[config.mk]
export PLATFORM = sky130hd
export DESIGN_NAME = instr_fetch_unit_flat
export DESIGN_NICKNAME = d
export VERILOG_FILES = /design/src/rtl/instr_fetch_unit_if.sv /design/src/rtl/instr_fetch_unit.sv /design/src/flat_wrapper.sv
export SDC_FILE = /design/constraint.sdc
export NUM_CORES = 1
export LEC_CHECK = 0
export BUFFER_PORTS_ARGS = -buffer_cell sky130_fd_sc_hd__buf_2
export CORE_ASPECT_RATIO = 1.5
export CORE_MARGIN = 4
export CORE_UTILIZATION = 53
export DETAILED_ROUTE_END_ITERATION = 8
export PLACE_DENSITY_LB_ADDON = 0.08
export SETUP_SLACK_MARGIN = 0.05
export SYNTH_ARGS = -nofsm -noshare
export SYNTH_HDL_FRONTEND = slang
export SYNTH_SLANG_ARGS = --single-unit
[constraint.sdc]
create_clock -name clk -period 2.8 [get_ports clk]
set_clock_uncertainty 0.05 [all_clocks]
set_input_delay 0.7 -clock clk [delete_from_list [all_inputs] [get_ports clk]]
set_output_delay 0.7 -clock clk [all_outputs]
set_load 0.01 [all_outputs]
[src/rtl/instr_fetch_unit_if.sv]
// Bundles the fetch request, memory read port and instruction-register outputs
// of the instruction fetch unit into one interface.
interface instr_fetch_unit_if #(
  parameter int ADDR_W = 16,
  parameter int DATA_W = 16
);
  logic              start;
  logic              flush;
  logic [ADDR_W-1:0] pc_in;
  logic [ADDR_W-1:0] mem_addr;
  logic              mem_rd_en;
  logic [DATA_W-1:0] mem_rdata;
  logic [DATA_W-1:0] ir_out;
  logic [ADDR_W-1:0] fetch_pc;
  logic              done;
  logic              pc_inc;
  logic              busy;

  // The fetch unit itself; it owns the memory strobe and the IR.
  modport master (
    input  start, flush, pc_in, mem_rdata,
    output mem_addr, mem_rd_en, ir_out, fetch_pc, done, pc_inc, busy
  );

  // Control unit, PC register and instruction memory side.
  modport slave (
    output start, flush, pc_in, mem_rdata,
    input  mem_addr, mem_rd_en, ir_out, fetch_pc, done, pc_inc, busy
  );
endinterface

[src/rtl/instr_fetch_unit.sv]
// Instruction fetch engine: samples the PC on request, issues one read to a
// fixed-latency memory, and captures the returned word into the IR.
module instr_fetch_unit #(
  parameter int ADDR_W      = 16,
  parameter int DATA_W      = 16,
  parameter int MEM_LATENCY = 2
) (
  input  logic               clk,
  input  logic               rst,
  instr_fetch_unit_if.master bus
);

  typedef enum logic [1:0] {
    S_IDLE,
    S_READ,
    S_WAIT,
    S_DONE
  } state_t;

  localparam logic [3:0] LP_CNT_INIT = 4'(MEM_LATENCY - 1);

  state_t            r_state;
  logic [3:0]        r_cnt;
  logic [ADDR_W-1:0] r_mem_addr;
  logic              r_mem_rd_en;
  logic [DATA_W-1:0] r_ir_out;
  logic [ADDR_W-1:0] r_fetch_pc;
  logic              r_done;
  logic              r_pc_inc;
  logic              r_busy;

  logic              w_launch;

  // Flush outranks start, so a simultaneous request never launches.
  assign w_launch = bus.start && !bus.flush;

  // NOTE: every register here is updated with <= so all of them see the
  // pre-edge values of each other; blocking '=' would chain them in one cycle.
  always_ff @(posedge clk) begin
    if (rst) begin
      r_state     <= S_IDLE;
      r_cnt       <= 4'd0;
      r_mem_addr  <= '0;
      r_mem_rd_en <= 1'b0;
      r_ir_out    <= '0;
      r_fetch_pc  <= '0;
      r_done      <= 1'b0;
      r_pc_inc    <= 1'b0;
      r_busy      <= 1'b0;
    end else begin
      // NOTE: strobes default low here so each state only has to raise the
      // ones it owns; every output is a register reflecting the next state.
      r_mem_rd_en <= 1'b0;
      r_done      <= 1'b0;
      r_pc_inc    <= 1'b0;

      case (r_state)
        S_IDLE, S_DONE: begin
          if (w_launch) begin
            r_mem_addr  <= bus.pc_in;
            r_mem_rd_en <= 1'b1;
            r_busy      <= 1'b1;
            r_state     <= S_READ;
          end else begin
            r_busy  <= 1'b0;
            r_state <= S_IDLE;
          end
        end

        S_READ: begin
          if (bus.flush) begin
            r_busy  <= 1'b0;
            r_state <= S_IDLE;
          end else begin
            r_cnt   <= LP_CNT_INIT;
            r_state <= S_WAIT;
          end
        end

        S_WAIT: begin
          if (bus.flush) begin
            r_busy  <= 1'b0;
            r_state <= S_IDLE;
          end else if (r_cnt == 4'd0) begin
            r_ir_out   <= bus.mem_rdata;
            r_fetch_pc <= r_mem_addr;
            r_done     <= 1'b1;
            r_pc_inc   <= 1'b1;
            r_busy     <= 1'b0;
            r_state    <= S_DONE;
          end else begin
            r_cnt <= r_cnt - 4'd1;
          end
        end

        default: begin
          r_busy  <= 1'b0;
          r_state <= S_IDLE;
        end
      endcase
    end
  end

  assign bus.mem_addr  = r_mem_addr;
  assign bus.mem_rd_en = r_mem_rd_en;
  assign bus.ir_out    = r_ir_out;
  assign bus.fetch_pc  = r_fetch_pc;
  assign bus.done      = r_done;
  assign bus.pc_inc    = r_pc_inc;
  assign bus.busy      = r_busy;

endmodule
[src/flat_wrapper.sv]
// flat-port wrapper written by rule: the top's interface ports become plain ports
module instr_fetch_unit_flat 
#(
  parameter int ADDR_W      = 16,
  parameter int DATA_W      = 16,
  parameter int MEM_LATENCY = 2
)
  (clk, rst, bus_start, bus_flush, bus_pc_in, bus_mem_rdata, bus_mem_addr, bus_mem_rd_en, bus_ir_out, bus_fetch_pc, bus_done, bus_pc_inc, bus_busy);
  instr_fetch_unit_if #(.ADDR_W(ADDR_W), .DATA_W(DATA_W)) bus_i ();
  input  logic clk;
  input  logic rst;
  input wire logic [$bits(bus_i.start)-1:0] bus_start;
  input wire logic [$bits(bus_i.flush)-1:0] bus_flush;
  input wire logic [$bits(bus_i.pc_in)-1:0] bus_pc_in;
  input wire logic [$bits(bus_i.mem_rdata)-1:0] bus_mem_rdata;
  output wire logic [$bits(bus_i.mem_addr)-1:0] bus_mem_addr;
  output wire logic [$bits(bus_i.mem_rd_en)-1:0] bus_mem_rd_en;
  output wire logic [$bits(bus_i.ir_out)-1:0] bus_ir_out;
  output wire logic [$bits(bus_i.fetch_pc)-1:0] bus_fetch_pc;
  output wire logic [$bits(bus_i.done)-1:0] bus_done;
  output wire logic [$bits(bus_i.pc_inc)-1:0] bus_pc_inc;
  output wire logic [$bits(bus_i.busy)-1:0] bus_busy;
  assign bus_i.start = bus_start;
  assign bus_i.flush = bus_flush;
  assign bus_i.pc_in = bus_pc_in;
  assign bus_i.mem_rdata = bus_mem_rdata;
  assign bus_mem_addr = bus_i.mem_addr;
  assign bus_mem_rd_en = bus_i.mem_rd_en;
  assign bus_ir_out = bus_i.ir_out;
  assign bus_fetch_pc = bus_i.fetch_pc;
  assign bus_done = bus_i.done;
  assign bus_pc_inc = bus_i.pc_inc;
  assign bus_busy = bus_i.busy;
  instr_fetch_unit #(.ADDR_W(ADDR_W), .DATA_W(DATA_W), .MEM_LATENCY(MEM_LATENCY)) u_core (.clk(clk), .rst(rst), .bus(bus_i));
endmodule
After elaboration in Yosys (flattened, before gate mapping):

Index checks and enable logic that the tools add are counted.

* output and inout bits: 52
* latch bits: 0
* memories kept: 0
* RAM bits: 0
* bits in read-only memories: 0
* flip-flop bits (word level): 57

* multiplexer cells: 15
* add/subtract/negate cells: 1
* multipliers: 0
* bitwise logic cells: 3
* $lt $le $gt $ge: 0
* divide/modulo/power cells: 0
* shift operators: 0
* reductions and logical operators: 12
* equality and inequality tests: 8

Operator list (count)
* two-way mux 4 bit: 3
* inequality test 2 bit, second input constant: 4
* case mux 4 bit (2 select lines): 1
* two-way mux 1 bit: 6
* two-way mux 2 bit: 3
* case mux 2 bit (3 select lines): 1
* equality test 2 bit, second input constant: 2
* zero test 4 bit: 1
* AND reduction 2 bit: 2
* AND reduction 4 bit: 1
* OR reduction 2 bit: 2
* subtractor 4 x 1 -> 4 bit, second input constant: 1
* inequality test 3 x 2 -> 1 bit, second input constant: 1
* inverter 1 bit: 3
* case mux 1 bit (3 select lines): 1
* AND reduction 3 bit: 1
* OR reduction 3 bit: 1
* equality test 2 x 1 -> 1 bit, second input constant: 1
* zero test 2 bit: 1
* nonzero test 2 bit: 1
* logical AND 1 bit: 1
* zero test 1 bit: 1

Logic depth before layout (Yosys ltp):

Gate-level depths: netlist of run 1.

* word-level depth: 4
* gate-level depth with buffers: 7
* mapped depth without buffers: 5

Least setup slack after synthesis of run 1:

Ideal clock, no wire load.

* path kind: input port to flip-flop
* start point: input port bus_flush
* end point: register u_core.r_fetch_pc[0], in the netlist u_core.bus.fetch_pc[0]
* slack: 0.966 ns
* stages: 6
* path buffers: 3
* data arrival time: 1.714 ns
* data required time: 2.680 ns
* path through: buf_2 > nand2b_1 > clkbuf_1 > clkbuf_1 > or3_1 > a21oi_1

* cells in the longest elaborated chain, start to end: 2

Ends and longest elaborated chain
* from (decl): line flat_wrapper.sv:13 `input wire logic [$bits(bus_i.flush)-1:0] bus_flush;`
* inverter 1 bit (no source line)
* AND reduction 3 bit (no source line)
* to (signal assigned): line instr_fetch_unit.sv:86 `r_fetch_pc <= r_mem_addr;`
* to (decl): line instr_fetch_unit.sv:27 `logic [ADDR_W-1:0] r_fetch_pc;`

Every way passes these cells.
A chain may end at the register's enable or synchronous reset.

Worst setup path in the final report of run 1:

* start point: register u_core.r_cnt[0]
* end point: register u_core.r_ir_out[10], in the netlist u_core.bus.ir_out[10]

* cells in the longest elaborated chain, start to end: 2

Ends and longest elaborated chain
* from (decl): line instr_fetch_unit.sv:23 `logic [3:0] r_cnt;`
* from (signal assigned): line instr_fetch_unit.sv:92 `r_cnt <= r_cnt - 4'd1;`
* zero test 4 bit: line instr_fetch_unit.sv:84 `end else if (r_cnt == 4'd0) begin`
* AND reduction 3 bit (no source line)
* to (signal assigned): line instr_fetch_unit.sv:85 `r_ir_out <= bus.mem_rdata;`
* to (decl): line instr_fetch_unit.sv:26 `logic [DATA_W-1:0] r_ir_out;`

Every way passes these cells.

==> summary.md, run 1 <==
| Metric | Value |
|---|---|
| TNS Setup | 0 ns |
| Crit path DAT | 2.37 ns |
| Sequential area share after synthesis | 47.3% |
| Vias/cell | 5.04 |
| Die area | 5720 um2 |
| Antenna violations before repair | 0 |
| Post-CTS sizing | 0 |
| Crit start category | flop |
| Reg area | 1140 um2 |
| GPL Wtd Cong | 0.739 |
| Layout cells sized above 1 | 27.7% |
| Final slew viol count | 0 |
| Remaining global-route overflow | 0 |
| Chip height | 90.7 um |
| Commonest non-fill, non-tap cell in the layout | buf_2 |
| Critical path type | flop to flop |
| Worst VDD drop | 0.332 mV |
| Synthesized instance count | 300 |
| Nets | 415 |
| Tcrit/Tclk final | 77.7% |
| Cts hold-fix bufs | 0 |
| Post-Syn Nets | 339 |
| First-pass DRT Iterations | 4 |
| RSZ-0062 raised after global routing | false |
| Via count | 2,141 |
| Synth Register Bits | 57 |
| Power per cell area | 532 nW/um2 |
| Area Growth Syn to Fin | 23.7% |
| Final hold slack | 0.414 ns |
| Fill cells | 362 |
| DRT Wirelength | 5200 um |
| Ant diodes | 0 |
| H-tree lvl count | 3 |
| Post-CTS Repair Setup Buffers | 0 |
| GRT Resource Usage Total | 19.2% |
| Max Cap Viol | 0 |
| # port buffers | 87 |
| Syn_area_per_cell | 8.05 um2 |
| CTS tree | yes |
| Status | completed |
| Root Buffer | clkbuf_8 |
| I/O Pins | 88 |
| Clock-pin transition on the worst setup and hold timing paths | 0.06 ns |
| Largest net degree at the start of global routing | 48 |
| Global-route wire length before repair | 8780 um |
| ANT nets after route | 0 |
| Dpl hpwl | 3510 um |
| Placeable Area | 4320 um2 |
| Initial core utilization | 55.9% |
| Leak Pwr | 1.33 nW |
| WL per Instance | 12.2 um |
| Most frequent cells in the layout | buf_2 (87), dfxtp_1 (57), a21oi_1 (51), inv_1 (36) |
| F_max | 0.459 GHz |
| Req. time, crit path | 2.99 ns |
| Vias in the first global route | 2,006 |
| Clock sink total | 57 |
| Cts bufs inserted | 9 |
| Slew HR | 59.4% |
| Critical Path Fanout Max | 47 |
| Longest Clk Path Bufs | 2 |
| Mapped cell area | 2410 um2 |
| Hold WC Path Type | flop to flop |
| Die Wd | 63.1 um |
| # rows | 29 |
| Drt drc | 0 |
| Skew-Pair Late Insertion Delay | 0.32 ns |
| Final hold vios | 0 |
| Initial DRC count | 129 |
| Post-synthesis cell type count | 31 |
| Min Tclk post-route | 2.18 ns |
| Ys Warns | 0 |
| Slew @ Worst Pin | 0.610 ns |
| Final setup fails | 0 |
| Setup crit end kind | flop |
| Multi-input combinational cell area | 998 um2 |
## area by class of cell
| cell class | count | share of cell area, % |
|---|---|---|
| inverter | 36 | 4.53 |
| sequential | 57 | 38.2 |
| clock buffer | 14 | 5.45 |
| multi-input combinational | 181 | 33.4 |
| timing repair buffer | 91 | 16.4 |
| tap | 46 | 1.93 |
## Yosys cell counts
cell	number	area (um2)
buf_6	5	56.3
o21ai_0	32	160
buf_4	1	7.51
mux2i_1	2	20.0
buf_1	2	7.51
nand3_1	4	20.0
a221oi_1	1	8.76
nor2b_1	1	6.26
buf_2	2	10.0
o41ai_1	1	8.76
inv_1	36	135
or3b_1	1	8.76
nor3b_1	3	22.5
a2111oi_1	1	10.0
a21oi_1	51	255
and3b_1	1	8.76
o21bai_1	1	7.51
ha_1	3	37.5
a31o_1	1	8.76
nand2b_1	2	12.5
mux2_2	1	11.3
mux2_1	1	11.3
nand3b_1	1	7.51
nand2_1	32	120
clkbuf_1	16	60.1
nor2_1	4	15.0
nor3_1	2	10.0
or3_1	32	200
dfxtp_1	57	1140
a211o_1	2	17.5
a211oi_1	1	7.51
## through the flow
| step | util [%] | instances | setup slack, ns | instance area, um2 | power (mW) |
|---|---|---|---|---|---|
| 6_report | 69.1 | 425 | 0.623 | 2990 | 1.59 |
| 5_1_grt | 69.1 | 425 | 0.461 | 2990 | 1.66 |
| 4_1_cts | 69.1 | 425 | 0.616 | 2990 | 1.61 |
| 3_5_place_dp | 65.4 | 411 | 0.629 | 2820 | 0.963 |
| 3_3_place_gp | 65.4 | 411 | 0.691 | 2820 | 0.961 |
| 2_1_floorplan | - | 300 | 0.966 | 2410 | 0.917 |
## state kept, by name, indices dropped and copies added, names as in the netlist
register,count
u_core.bus.done,1
u_core.bus.ir_out,16
u_core.r_state,2
u_core.bus.mem_rd_en,1
u_core.bus.busy,1
u_core.r_cnt,4
u_core.bus.fetch_pc,16
u_core.bus.mem_addr,16
## power by group
part           switching (mW)  internal, mW  leakage (nW)
sequential            0.00887         0.825         0.461
clock                   0.284         0.361        0.0826
combinational          0.0645        0.0464         0.786
total                   0.358          1.23          1.33
## routing by layer
layer	vias up	wire, um	track usage, %
met5	-	0	0
met4	0	140	12.5
met3	10	303	4.11
met2	65	2420	30.9
met1	920	2330	22.6
li1	1146	-	-
## kinds of logic (layout without fill, tap and decap cells)
family,count (synthesis),after routing,synth area share [%]
mux,4,4,1.76
flops,57,57,47.3
fa+ha+maj,3,3,1.56
buf+inv,62,141,11.5
compound gates,91,91,20.1
simple gates,83,83,17.9
## critical path: stages, from the launching register on
cell and delay (ns):
dfxtp_1 0.34, inv_1 0.08, ha_1 0.18, or3b_2 0.69, buf_12 0.27, or3_1 0.35
a21oi_1 0.13
## worst paths after layout
kind | start | slack, ns | depth (start not counted) | to
worst min-delay path | u_core.bus.mem_addr[13]$_SDFFE_PP0P_ | 0.41 | 2 | u_core.bus.mem_addr[13]$_SDFFE_PP0P_
worst max register to register | u_core.r_cnt[0]$_SDFFE_PP0P_ | 0.62 | 6 | u_core.bus.ir_out[10]$_SDFFE_PP0P_
worst min register to register | u_core.bus.mem_addr[13]$_SDFFE_PP0P_ | 0.41 | 2 | u_core.bus.mem_addr[13]$_SDFFE_PP0P_
worst max-delay path | u_core.r_cnt[0]$_SDFFE_PP0P_ | 0.62 | 6 | u_core.bus.ir_out[10]$_SDFFE_PP0P_
No activity file was read; power rests on OpenSTA's default activity.
==> run 2: changes to the inputs <==
- CORE_UTILIZATION: 53 -> 49
- clock period: 2.8 -> 2.2 ns (I/O delays scaled with it)
==> summary.md, run 2 (synthesis gave the netlist of run 1 again) <==
| Metric | Value |
|---|---|
| Status | completed |
| # port buffers | 87 (unchanged) |
| Vias/cell | 4.84 (-4.0%) |
| H-tree lvl count | 3 (unchanged) |
| Max Cap Viol | 0 (unchanged) |
| Leak Pwr | 1.37 nW (+2.8%) |
| Nets | 419 (+0.96%) |
| Commonest non-fill, non-tap cell in the layout | buf_2 |
| F_max | 0.517 GHz (+13%) |
| Area Growth Syn to Fin | 26.9% |
| GRT Resource Usage Total | 17.7% (-1.5 points) |
| Die Wd | 65.3 um (+3.5%) |
| Final hold slack | 0.405 ns (-0.00989 ns) |
| Antenna violations before repair | 0 (unchanged) |
| Most frequent cells in the layout | buf_2 (87), dfxtp_1 (57), a21oi_1 (51), inv_1 (36) |
| Slew HR | 59.2% (-0.12 points) |
| Largest net degree at the start of global routing | 52 (+8.3%) |
| # rows | 31 (+6.9%) |
| Chip height | 94.0 um (+3.6%) |
| R2r setup slk | 0.27 ns (-0.36 ns) |
| Ant diodes | 0 (unchanged) |
| Power per cell area | 711 nW/um2 (+33%) |
| Cts hold-fix bufs | 0 (unchanged) |
| Slew @ Worst Pin | 0.611 ns (+0.00174 ns) |
| Critical path type | flop to flop |
| CTS tree | yes |
| Clock-pin transition on the worst setup and hold timing paths | 0.06 ns (about the same) |
| Setup crit end kind | flop |
| Worst VDD drop | 0.566 mV (+70%) |
| Req. time, crit path | 2.36 ns (-0.63 ns) |
| Drt drc | 0 (unchanged) |
| Vias in the first global route | 1,960 (-2.3%) |
| Skew-Pair Late Insertion Delay | 0.33 ns (about the same) |
| Worst hold start | bus_pc_in[12] |
| Critical Path Fanout Max | 51 (+8.5%) |
| Tcrit/Tclk final | 87.9% (+10 points) |
| Final slew viol count | 0 (unchanged) |
| Hold Path Cell Cnt | 3 (+1) |
| Longest Clk Path Bufs | 2 (unchanged) |
| Crit start category | flop |
| Cells on worst reg2reg path | 6 (unchanged) |
| Final setup fails | 0 (unchanged) |
| Cts bufs inserted | 9 (unchanged) |
| ANT nets after route | 0 (unchanged) |
| Hold WC Path Type | primary input to flop |
| DRT Wirelength | 5210 um (+0.35%) |
| Final hold vios | 0 (unchanged) |
| TNS Setup | 0 ns (unchanged) |
| Total Power | 2.18 mW (+37%) |
| Layout cells sized above 1 | 29.6% (+1.9 points) |
| GPL Wtd Cong | 0.784 (+6.0%) |
| First-pass DRT Iterations | 4 (unchanged) |
| Core Util, Final | 63.7% (-5.5 points) |
| Global-route wire length before repair | 8420 um (-4.1%) |
| Hold worst-path end | u_core.bus.mem_addr[12]$_SDFFE_PP0P_ |
| RSZ-0062 raised after global routing | false |
| Clock sink total | 57 (unchanged) |
| WL per Instance | 11.6 um (-5.4%) |
| Min Tclk post-route | 1.93 ns (-0.242 ns) |
| Reg-to-Reg Start | u_core.r_cnt[0]$_SDFFE_PP0P_ |
| Die area | 6140 um2 (+7.3%) |
| Via count | 2,182 (+1.9%) |
| Placeable Area | 4810 um2 (+11%) |
| Initial DRC count | 135 (+4.7%) |
| Dpl hpwl | 3640 um (+3.5%) |
| Reg-to-Reg End | u_core.r_cnt[2]$_SDFFE_PP0P_ |
| I/O Pins | 88 (unchanged) |
| Initial core utilization | 50.2% (-5.7 points) |
| Remaining global-route overflow | 0 (unchanged) |
| Crit path DAT | 2.09 ns (-0.28 ns) |
| Root Buffer | clkbuf_8 |
-- run 2: cell count changes in the layout (fill, tap and decap cells not counted) --
| cell | delta |
|---|---|
| buf_12 | -2 |
| bufinv_16 | +1 |
| clkbuf_1 | -3 |
| buf_6 | +1 |
| clkinv_4 | +1 |
| buf_4 | +5 |
| clkinv_2 | +3 |
-- run 2: power breakdown --
group	leakage (nW)	internal, mW	switching [mW]
logic	0.797	0.0597	0.0811
registers	0.461	1.05	0.0114
clock network	0.109	0.580	0.394
total	1.37	1.69	0.487
-- run 2: final cells by class --
cell class                 instances  area [um2]
clock buffer                      11         151
clock inverter                     5        53.8
fill                             478        1750
inverter                          36         135
multi-input combinational        181         998
sequential                        57        1140
tap                               66        82.6
timing repair buffer              95         499
-- run 2: how the worst max path moves through the flow --
stage                                 start                                  end  cells after the start
3_5_place_dp   u_core.r_cnt[0]$_SDFFE_PP0P_         u_core.r_cnt[2]$_SDFFE_PP0P_                      6
5_1_grt        u_core.r_cnt[1]$_SDFFE_PP0P_   u_core.bus.ir_out[14]$_SDFFE_PP0P_                      6
3_3_place_gp   u_core.r_cnt[0]$_SDFFE_PP0P_  u_core.bus.fetch_pc[0]$_SDFFE_PP0P_                      6
4_1_cts        u_core.r_cnt[0]$_SDFFE_PP0P_         u_core.r_cnt[2]$_SDFFE_PP0P_                      6
6_report       u_core.r_cnt[0]$_SDFFE_PP0P_         u_core.r_cnt[2]$_SDFFE_PP0P_                      6
2_1_floorplan  u_core.r_cnt[0]$_SDFFE_PP0P_         u_core.r_cnt[2]$_SDFFE_PP0P_                      7
-- run 2: critical path: stages (launching register included) --
cell and delay (ns):
dfxtp_1 0.34, inv_1 0.09, ha_1 0.18, or3b_2 0.49, buf_6 0.22, nand3_1 0.13, mux2_1 0.33
-- run 2: repair_timing --
| action | 4_1_cts | 5_1_grt |
|---|---|---|
| gates resized for setup | 0 | 1 |
| setup endpoints to repair | 0 | 1 |
| buffers inserted | 0 | 0 |
-- run 2: routing by layer --
metal | global-route usage (%) | vias to the layer above | wire (um)
met5 | 0 | - | 0
met1 | 20.8 | 953 | 2240
met2 | 28.4 | 61 | 2520
met4 | 11.4 | 0 | 129
li1 | - | 1156 | -
met3 | 4.19 | 12 | 330
-- run 2: metrics by stage --
stage,std cells,setup WS [ns],instance area [um2]
6_report,451,0.265,3060
5_1_grt,451,0.0990,3060
4_1_cts,451,0.207,3060
3_5_place_dp,435,0.213,2850
3_3_place_gp,435,0.258,2850
2_1_floorplan,300,0.451,2410
